$ cat src/rtl/data_memory_arbiter.sv
// Two-port round-robin arbiter in front of data_memory_interface: single-cycle stores,
// two-cycle loads, and rejection of misaligned or out-of-range accesses.

`ifndef DATA_BEGIN
`define DATA_BEGIN 32'h0000_1000
`endif
`ifndef DATA_END
`define DATA_END 32'h0000_1FFC
`endif

package data_memory_arbiter_pkg;
  localparam int unsigned ADDR_W = 32;
  localparam int unsigned DATA_W = 32;
  localparam int unsigned FMT_W  = 3;

  typedef struct packed {
    logic              we;
    logic [FMT_W-1:0]  fmt;
    logic [ADDR_W-1:0] addr;
    logic [DATA_W-1:0] wdata;
  } mem_req_t;

  // Address must lie in the data window and be naturally aligned for its size.
  function automatic logic access_legal(input logic [ADDR_W-1:0] addr,
                                        input logic [FMT_W-1:0]  fmt);
    logic in_range;
    logic aligned;
    in_range = (addr >= ADDR_W'(`DATA_BEGIN)) && (addr <= ADDR_W'(`DATA_END));
    case (fmt[1:0])
      2'b00:   aligned = 1'b1;
      2'b01:   aligned = ~addr[0];
      2'b10:   aligned = (addr[1:0] == 2'b00);
      default: aligned = 1'b0;
    endcase
    return in_range && aligned;
  endfunction
endpackage

module data_memory_arbiter
  import data_memory_arbiter_pkg::*;
#(
  parameter int unsigned RESET_PRIORITY = 0
) (
  input  logic              clock,
  input  logic              reset,
  input  logic              m0_req,
  input  logic              m0_we,
  input  logic [FMT_W-1:0]  m0_fmt,
  input  logic [ADDR_W-1:0] m0_addr,
  input  logic [DATA_W-1:0] m0_wdata,
  output logic              m0_gnt,
  output logic              m0_rvalid,
  output logic [DATA_W-1:0] m0_rdata,
  output logic              m0_err,
  input  logic              m1_req,
  input  logic              m1_we,
  input  logic [FMT_W-1:0]  m1_fmt,
  input  logic [ADDR_W-1:0] m1_addr,
  input  logic [DATA_W-1:0] m1_wdata,
  output logic              m1_gnt,
  output logic              m1_rvalid,
  output logic [DATA_W-1:0] m1_rdata,
  output logic              m1_err,
  output logic              mem_read_enable,
  output logic              mem_write_enable,
  output logic [FMT_W-1:0]  mem_data_format,
  output logic [ADDR_W-1:0] mem_address,
  output logic [DATA_W-1:0] mem_write_data,
  input  logic [DATA_W-1:0] mem_data_fetched
);

  typedef enum logic [0:0] {IDLE, READ} state_t;

  state_t             state_q, state_d;
  logic               prio_q, prio_d;
  logic               owner_q, owner_d;
  logic [ADDR_W-1:0]  addr_q, addr_d;
  logic [FMT_W-1:0]   fmt_q, fmt_d;
  logic               legal_q, legal_d;

  mem_req_t           req0, req1, win;
  logic               any_req;
  logic               win_id;
  logic               win_legal;
  logic [1:0]         gnt_v, rvalid_v, err_v;
  logic [DATA_W-1:0]  rdata0, rdata1;

  assign req0 = '{we: m0_we, fmt: m0_fmt, addr: m0_addr, wdata: m0_wdata};
  assign req1 = '{we: m1_we, fmt: m1_fmt, addr: m1_addr, wdata: m1_wdata};

  // Winner: a lone requester, or the priority holder when both ask.
  always_comb begin
    any_req   = m0_req | m1_req;
    win_id    = m1_req & (~m0_req | prio_q);
    win       = win_id ? req1 : req0;
    win_legal = access_legal(win.addr, win.fmt);
  end

  // State, priority and captured load context.
  always_ff @(posedge clock or posedge reset) begin
    if (reset) begin
      state_q <= IDLE;
      prio_q  <= 1'(RESET_PRIORITY);
      owner_q <= 1'b0;
      addr_q  <= '0;
      fmt_q   <= '0;
      legal_q <= 1'b0;
    end else begin
      state_q <= state_d;
      prio_q  <= prio_d;
      owner_q <= owner_d;
      addr_q  <= addr_d;
      fmt_q   <= fmt_d;
      legal_q <= legal_d;
    end
  end

  // Next state, grants, responses and memory port drive.
  always_comb begin
    state_d          = state_q;
    prio_d           = prio_q;
    owner_d          = owner_q;
    addr_d           = addr_q;
    fmt_d            = fmt_q;
    legal_d          = legal_q;
    gnt_v            = '0;
    rvalid_v         = '0;
    err_v            = '0;
    rdata0           = '0;
    rdata1           = '0;
    mem_read_enable  = 1'b0;
    mem_write_enable = 1'b0;
    mem_data_format  = '0;
    mem_address      = '0;
    mem_write_data   = '0;

    case (state_q)
      IDLE: begin
        if (any_req) begin
          gnt_v[win_id]   = 1'b1;
          prio_d          = ~win_id;
          mem_address     = win.addr;
          mem_data_format = win.fmt;
          if (win.we) begin
            if (win_legal) begin
              mem_write_enable = 1'b1;
              mem_write_data   = win.wdata;
            end else begin
              err_v[win_id] = 1'b1;
            end
          end else begin
            owner_d = win_id;
            addr_d  = win.addr;
            fmt_d   = win.fmt;
            legal_d = win_legal;
            state_d = READ;
          end
        end
      end
      READ: begin
        // Address and format held stable while the RAM returns data.
        mem_address       = addr_q;
        mem_data_format   = fmt_q;
        mem_read_enable   = legal_q;
        rvalid_v[owner_q] = 1'b1;
        if (!legal_q) begin
          err_v[owner_q] = 1'b1;
        end else if (owner_q) begin
          rdata1 = mem_data_fetched;
        end else begin
          rdata0 = mem_data_fetched;
        end
        state_d = IDLE;
      end
      default: state_d = IDLE;
    endcase

    // No handshake or memory strobe may escape while reset is held.
    if (reset) begin
      gnt_v            = '0;
      rvalid_v         = '0;
      err_v            = '0;
      mem_read_enable  = 1'b0;
      mem_write_enable = 1'b0;
    end
  end

  assign m0_gnt    = gnt_v[0];
  assign m1_gnt    = gnt_v[1];
  assign m0_rvalid = rvalid_v[0];
  assign m1_rvalid = rvalid_v[1];
  assign m0_err    = err_v[0];
  assign m1_err    = err_v[1];
  assign m0_rdata  = rdata0;
  assign m1_rdata  = rdata1;

endmodule

$ cat config.mk
export PLATFORM = sky130hd
export DESIGN_NAME = data_memory_arbiter
export DESIGN_NICKNAME = d
export VERILOG_FILES = /design/src/rtl/data_memory_arbiter.sv
export SDC_FILE = /design/constraint.sdc
export NUM_CORES = 1
export LEC_CHECK = 0
export ABC_AREA = 1
export CAP_MARGIN = 10
export CORE_AREA = 2 2 122 124
export CTS_CLUSTER_DIAMETER = 100
export DETAILED_ROUTE_END_ITERATION = 8
export DIE_AREA = 0 0 124 126
export PLACE_DENSITY = 0.79
export SKIP_CTS_REPAIR_TIMING = 1
export SLEW_MARGIN = 40
export SYNTH_ARGS = -nofsm -noshare
export SYNTH_HDL_FRONTEND = slang
export SYNTH_SLANG_ARGS = --single-unit
$ cat constraint.sdc
create_clock -name clock -period 2.2 [get_ports clock]
set_input_delay 0.44 -clock clock [delete_from_list [all_inputs] [get_ports clock]]
set_output_delay 0.44 -clock clock [all_outputs]
set_load 0.005 [all_outputs]
==> summary.txt, run 1 <==
Worst setup path
  – Largest stage delay, worst path: 0.37 ns
  – CP max FO: 8
  – Critical Path Start: prio_q$_DFFE_PP0P_
  – Critical path endpoint: mem_write_data[10]
  – CP endpoint kind: output pin
  – Reg2reg path depth: 12
  – WP depth: 18
  – Critical path class: register to output pin
  – Crit-path slowest cell: dfrtp_1
  – Crit-path leading delay family: buffers and inverters
  – Buf/Inv on CP: 8
  – Setup crit start kind: register
  – R2R Path End: addr_q[18]$_DFFE_PP0P_
  – Critical Path, Cell by Cell: inv_2 > nand2_4 > nand2_4 > buf_12 > buf_12 > nand2_1 > nand2_2 > nand2_1 > nor2_1 > nand2_1 > nor2_4 > nand4_4 > buf_4 > buf_12 > buf_4 > buf_4 > a21oi_2 > dlymetal6s2s_1
  – R2r setup slk: 0.28 ns
  – Critical path arrival: 2.74 ns
  – Reg-to-Reg Start: prio_q$_DFFE_PP0P_
  – Required time of the critical path: 1.76 ns

Die
  – Site Rows: 44
  – Die Y: 126 microns
  – Die W: 124 microns
  – Ports: 311
  – Initial core utilization: 26.27%
  – Full die area: 15620 sq um
  – Core Box Area: 14310 sq um

Min path
  – HP Class: register to register

STA
  – Max Fclk: 314.0 MHz
  – Tcrit/Tclk final: 144.8%
  – Rel. slew slack: 64.65%
  – Post-route setup slack: -0.9846 ns
  – Final hold vios: 0
  – Endpoints failing setup: 37
  – Setup_tns: -26.67 ns
  – RSZ-0062 raised after global routing: yes
  – Tmin final: 3.185 ns
  – Worst-margin pin slew: 0.5303 ns
  – Worst Skew: 0.003837 ns
  – Max-slew violations: 0

Clock network
  – Clock Path Buffers: 2
  – CTS tree: done
  – Clock transition at path regs: 0.06 ns
  – Total CTS buffers: 5
  – Clock sink total: 39
  – CTS root buf: clkbuf_16
  – Worst skew pair latency: 0.28 ns
  – CTS H-tree lvls: 2

Synth
  – Yosys warns: 0
  – Synthesized Nets: 810
  – Cell Area, Synth: 3760 sq um
  – Netlist cell types: 24
  – Post-synth top area cell: dfrtp_1
  – Top-count cell post-synth: nand2_1
  – Avg Inst Size Synth: 5.893 sq um
  – Post-Synthesis Cells: 638
  – Ranking of synthesized cells by area: dfrtp_1, nand2_1, nor3_1
  – Post-synth top area share: 25.96%
  – Most frequent cells after synthesis: nand2_1, inv_1, nor3_1, o21ai_0, dfrtp_1
  – Seq/Total Area, Yosys: 25.96%
  – Async S/R FF share, synth: 100.0%
  – Seq cells post-synth: 39
  – Post-synth EDFFs: 0
  – Top_reg_cell synth: dfrtp_1

Detailed routing
  – Vias: 5622
  – First-pass iteration count of the detailed router: 4
  – DRC errors left: 0
  – Wire per inst: 15.76 microns
  – Final WL: 18.94 mm
  – Routed vias/inst: 4.677
  – DR iter-0 viols: 226
  – Antenna Nets Post-Route: 0

Finish
  – Share of layout cells above drive strength 1: 25.44%
  – Final nets: 1189
  – FILL cells: 1286
  – ANT cells: 0
  – P&R area growth vs syn: 123.5%
  – Finished Core Util: 58.71%

GRT
  – Largest net degree at the start of global routing: 40
  – Vias in the first global route: 4975
  – Total track usage: 20.98%
  – Initial antenna violation count: 0
  – Total gr overflow: 0
  – Global-route wire length before repair: 25.92 mm

Power and ir drop
  – Reported net switching power: 1.296 mW
  – Pint: 2.390 mW
  – Clock share of power: 20.6%
  – Flop pwr share: 27.7%
  – Sw Ratio: 35.16%
  – Logic pwr share: 51.7%
  – VDD IR-drop max: 0.3325 mV
  – P_leak: 5.303 nW
  – PwrDens: 438.5 nW/um^2

Job
  – MaxCap Viol Count: 0

Status
  – Outcome: finished with violations
  – Failing checks: setup timing

Placement
  – Port bufs: 310
  – Routability Congestion: 0.8515
  – Post-DP HPWL: 13.74 mm
-- sequential cells by signal (all words and copies together) (netlist names) --
name	cells
addr_q	32
fmt_q	3
legal_q	1
owner_q	1
prio_q	1
state_q	1
-- layer usage --
metal	vias to the layer above	wire (microns)	GRT usage, %
met5	-	0	0
met4	0	443	5.684
met3	30	1197	3.578
met2	218	9612	36.33
met1	2596	7688	26.72
li1	2778	-	-
-- cells by family after synthesis --
| family | count (synthesis) | share of synthesized area (%) |
|---|---|---|
| AND/OR/NAND/NOR | 355 | 41.10 |
| flip-flops | 39 | 25.96 |
| multiplexers | 1 | 0.2662 |
| AO/OA/AOI/OAI | 110 | 17.80 |
| buffers and inverters | 133 | 14.88 |
-- cell usage in the layout (no fill, tap or decap), types with 7 or more instances in the layout --
master | netlist | routed
nand2_2 | 1 | 32
buf_2 | 6 | 27
nor2_1 | 20 | 13
buf_6 | 4 | 25
clkbuf_16 | 0 | 9
buf_4 | 6 | 69
nand3_1 | 12 | 12
dlymetal6s2s_1 | 0 | 93
inv_1 | 83 | 81
nand2_1 | 228 | 193
clkbuf_2 | 0 | 17
dfrtp_1 | 39 | 39
clkdlybuf4s50_1 | 0 | 172
nor2_2 | 4 | 8
nand3b_1 | 22 | 22
nor3_1 | 66 | 62
o21ai_1 | 6 | 19
o21ai_0 | 66 | 46
o21ai_2 | 0 | 7
buf_12 | 0 | 8
a21oi_2 | 29 | 28
-- worst min-delay path, delay by kind of cell, from the launching register on --
family           cells  cell delay [ns]
AO/OA/AOI/OAI        1             0.06
flip-flops           1             0.34
AND/OR/NAND/NOR      1             0.05
-- power by group through the flow --
| stage | clock network [mW] | registers [mW] | logic, mW |
|---|---|---|---|
| after floorplan | 0 | 1.01 | 0.759 |
| after global placement | 0 | 1.02 | 1.74 |
| after detailed placement | 0 | 1.03 | 1.76 |
| after CTS | 0.771 | 1.02 | 1.77 |
| after global routing | 0.802 | 1.05 | 2.09 |
| final | 0.758 | 1.02 | 1.91 |
-- metrics by stage --
stage | setup slack (ns) | power (mW) | instances | hold slack [ns] | instance area [sq um]
floorplan | 0.03011 | 1.767 | 638 | 0.4529 | 3760
global placement | -1.305 | 2.766 | 1150 | 0.4661 | 7443
detailed placement | -1.358 | 2.792 | 1150 | 0.4733 | 7443
CTS | -1.374 | 3.562 | 1158 | 0.4885 | 7600
global route | -1.138 | 3.937 | 1202 | 0.5039 | 8404
finish | -0.9846 | 3.685 | 1202 | 0.4872 | 8404
-- how the worst min path moves through the flow --
stage	cells after the start	startpoint	slack (ns)	end
2_1_floorplan	2	addr_q[13]$_DFFE_PP0P_	0.45	addr_q[13]$_DFFE_PP0P_
6_report	2	addr_q[21]$_DFFE_PP0P_	0.49	addr_q[21]$_DFFE_PP0P_
3_3_place_gp	2	addr_q[21]$_DFFE_PP0P_	0.47	addr_q[21]$_DFFE_PP0P_
5_1_grt	2	addr_q[19]$_DFFE_PP0P_	0.50	addr_q[19]$_DFFE_PP0P_
3_5_place_dp	2	addr_q[29]$_DFFE_PP0P_	0.47	addr_q[29]$_DFFE_PP0P_
4_1_cts	2	addr_q[29]$_DFFE_PP0P_	0.49	addr_q[29]$_DFFE_PP0P_
-- final cells by class --
type | count | area, sq um | share of cell area [%]
flip-flops and latches | 39 | 975.9 | 11.61
multi-input cells | 466 | 2467 | 29.36
clock buffers | 8 | 156.4 | 1.861
inverters | 85 | 321.6 | 3.826
well taps | 184 | 230.2 | 2.739
repair buffers | 420 | 4253 | 50.60
Note: power is estimated with default switching activity, not from simulation.
==> run 2: changes to the inputs <==
--- a/constraint.sdc
+++ b/constraint.sdc
@@ -3,2 +3,2 @@
 set_output_delay 0.44 -clock clock [all_outputs]
-set_load 0.005 [all_outputs]
+set_load 0.05 [all_outputs]
==> summary.txt, run 2 (synthesis results as in run 1) <==
Status
  – Outcome: finished with violations
  – Failing checks: setup timing

STA
  – Endpoints failing setup: 35 (-5.4%)
  – Worst-margin pin slew: 0.4962 ns (-0.03414 ns)
  – Tcrit/Tclk final: 133.3% (-11 points)
  – Max Fclk: 341.0 MHz (+8.6%)
  – Max-slew violations: 0 (unchanged)
  – RSZ-0062 raised after global routing: yes
  – Rel. slew slack: 66.92% (+2.3 points)
  – Post-route setup slack: -0.7328 ns (+0.2518 ns)
  – Tmin final: 2.933 ns (-0.2518 ns)
  – Worst Skew: 0.004232 ns (+0.0003951 ns)
  – Setup_tns: -24.32 ns (+2.351 ns)
  – Final hold vios: 0 (unchanged)

Finish
  – Most frequent cells in the layout: nand2_1, clkdlybuf4s50_1, buf_12
  – Top Registers: addr_q x32, fmt_q x3
  – Max reg flops: 32 (unchanged)
  – Most flops, register: addr_q
  – ANT cells: 0 (unchanged)
  – Commonest non-fill, non-tap cell in the layout: nand2_1
  – P&R area growth vs syn: 169.7%
  – Share of layout cells above drive strength 1: 38.96% (+14 points)
  – Final nets: 1155 (-2.9%)
  – FILL cells: 1048 (-19%)

Worst setup path
  – Reg2reg path depth: 13 (+1)
  – Critical path class: register to output pin
  – CP max FO: 13 (+5)
  – Critical path arrival: 2.49 ns (-0.25 ns)
  – R2R Path End: legal_q$_DFFE_PP0P_
  – Required time of the critical path: 1.76 ns (about the same)
  – CP endpoint kind: output pin
  – R2r setup slk: 0.30 ns (+0.02 ns)
  – Reg-to-Reg Start: prio_q$_DFFE_PP0P_
  – Setup crit start kind: register

Die
  – Site Rows: 44 (unchanged)
  – Core Box Area: 14310 sq um (unchanged)
  – Die W: 124 microns (unchanged)
  – Full die area: 15620 sq um (unchanged)
  – Ports: 311 (unchanged)
  – Initial core utilization: 26.27% (unchanged)
  – Die Y: 126 microns (unchanged)

Detailed routing
  – First-pass iteration count of the detailed router: 5 (+1)
  – Wire per inst: 17.30 microns (+9.8%)
  – Antenna Nets Post-Route: 0 (unchanged)
  – Routed vias/inst: 4.795 (+2.5%)
  – Final WL: 20.19 mm (+6.6%)
  – DR iter-0 viols: 265 (+17%)
  – Vias: 5596 (-0.46%)
  – DRC errors left: 0 (unchanged)

Power and ir drop
  – PwrDens: 479.3 nW/um^2 (+9.3%)
  – Tot Pwr: 4.861 mW (+32%)
  – P_leak: 4.380 nW (-17%)
  – VDD IR-drop max: 0.4199 mV (+26%)

GRT
  – Initial antenna violation count: 0 (unchanged)
  – Total track usage: 24.16% (+3.2 points)
  – Total gr overflow: 0 (unchanged)
  – Vias in the first global route: 5478 (+10%)
  – Largest net degree at the start of global routing: 47 (+18%)
  – Global-route wire length before repair: 29.51 mm (+14%)

Min path
  – Worst Min Path Start: addr_q[31]$_DFFE_PP0P_
  – Hold endpoint: addr_q[31]$_DFFE_PP0P_
  – HP Class: register to register
  – Cells on Worst Hold Path: 2 (unchanged)

Clock network
  – Total CTS buffers: 5 (unchanged)
  – CTS tree: done
  – CTS H-tree lvls: 2 (unchanged)
  – Clock Path Buffers: 2 (unchanged)
  – Clock sink total: 39 (unchanged)
  – Worst skew pair latency: 0.28 ns (about the same)
  – CTS root buf: clkbuf_16
  – Clock transition at path regs: 0.05 ns (about the same)

Job
  – MaxCap Viol Count: 0 (unchanged)

Placement
  – Port bufs: 310 (unchanged)
  – Worst slack at placement: -1.133 ns (+0.2244 ns)
  – Routability Congestion: 0.8150 (-4.3%)
  – Post-DP HPWL: 15.82 mm (+15%)
run 2: per-layer routing:
layer  track usage, %  routed length, microns  vias to the layer above
met5                0                       0                        -
met2            45.05                   10910                      246
met3            3.895                    1324                       31
met4            5.552                     405                        0
li1                 -                       -                     2716
met1            28.55                    7549                     2603
run 2: critical path: stages, from the launching register on:
cell       delay, ns
dfrtp_1         0.39
inv_4           0.10
nand2_8         0.08
nand2_8         0.13
buf_12          0.14
nand2_1         0.08
nand2_2         0.09
inv_1           0.07
nor2_2          0.10
nor2_1          0.06
nor2_2          0.14
nand4_4         0.24
clkbuf_16       0.26
a21oi_2         0.16
buf_12          0.16
run 2: cell type report:
cell class | instances | area (sq um) | share of cell area, %
inverters | 85 | 327.8 | 3.233
multi-input cells | 467 | 3217 | 31.72
flip-flops and latches | 39 | 977.2 | 9.636
clock buffers | 6 | 138.9 | 1.370
repair buffers | 385 | 5245 | 51.72
clock inverters | 1 | 5.005 | 0.04935
well taps | 184 | 230.2 | 2.270
run 2: stage by stage:
| stage | hold slack (ns) | std cells | util (%) | instance area, sq um |
|---|---|---|---|---|
| after global routing | 0.5105 | 1167 | 70.85 | 10140 |
| after floorplan | 0.4211 | 638 | - | 4488 |
| final | 0.4872 | 1167 | 70.85 | 10140 |
| after global placement | 0.4660 | 1153 | 66.68 | 9544 |
| after detailed placement | 0.4731 | 1153 | 66.68 | 9544 |
| after CTS | 0.4884 | 1160 | 67.68 | 9688 |
run 2: worst max-delay path by stage:
stage / depth (start not counted) / from / end / slack [ns]
6_report: 14 / prio_q$_DFFE_PP0P_ / mem_write_data[20] / -0.73
5_1_grt: 14 / prio_q$_DFFE_PP0P_ / mem_write_data[20] / -0.87
4_1_cts: 14 / m0_req / mem_write_data[29] / -1.15
3_5_place_dp: 14 / m0_req / mem_write_data[19] / -1.13
3_3_place_gp: 14 / m0_req / mem_write_data[30] / -1.01
2_1_floorplan: 5 / state_q$_DFF_PP0_ / mem_address[31] / -0.36
run 2: power breakdown:
group | total [mW] | internal (mW) | switching, mW | leakage [nW]
combinational | 3.11 | 1.38 | 1.73 | 3.83
clock | 0.713 | 0.442 | 0.271 | 0.0727
sequential | 1.03 | 0.927 | 0.107 | 0.477
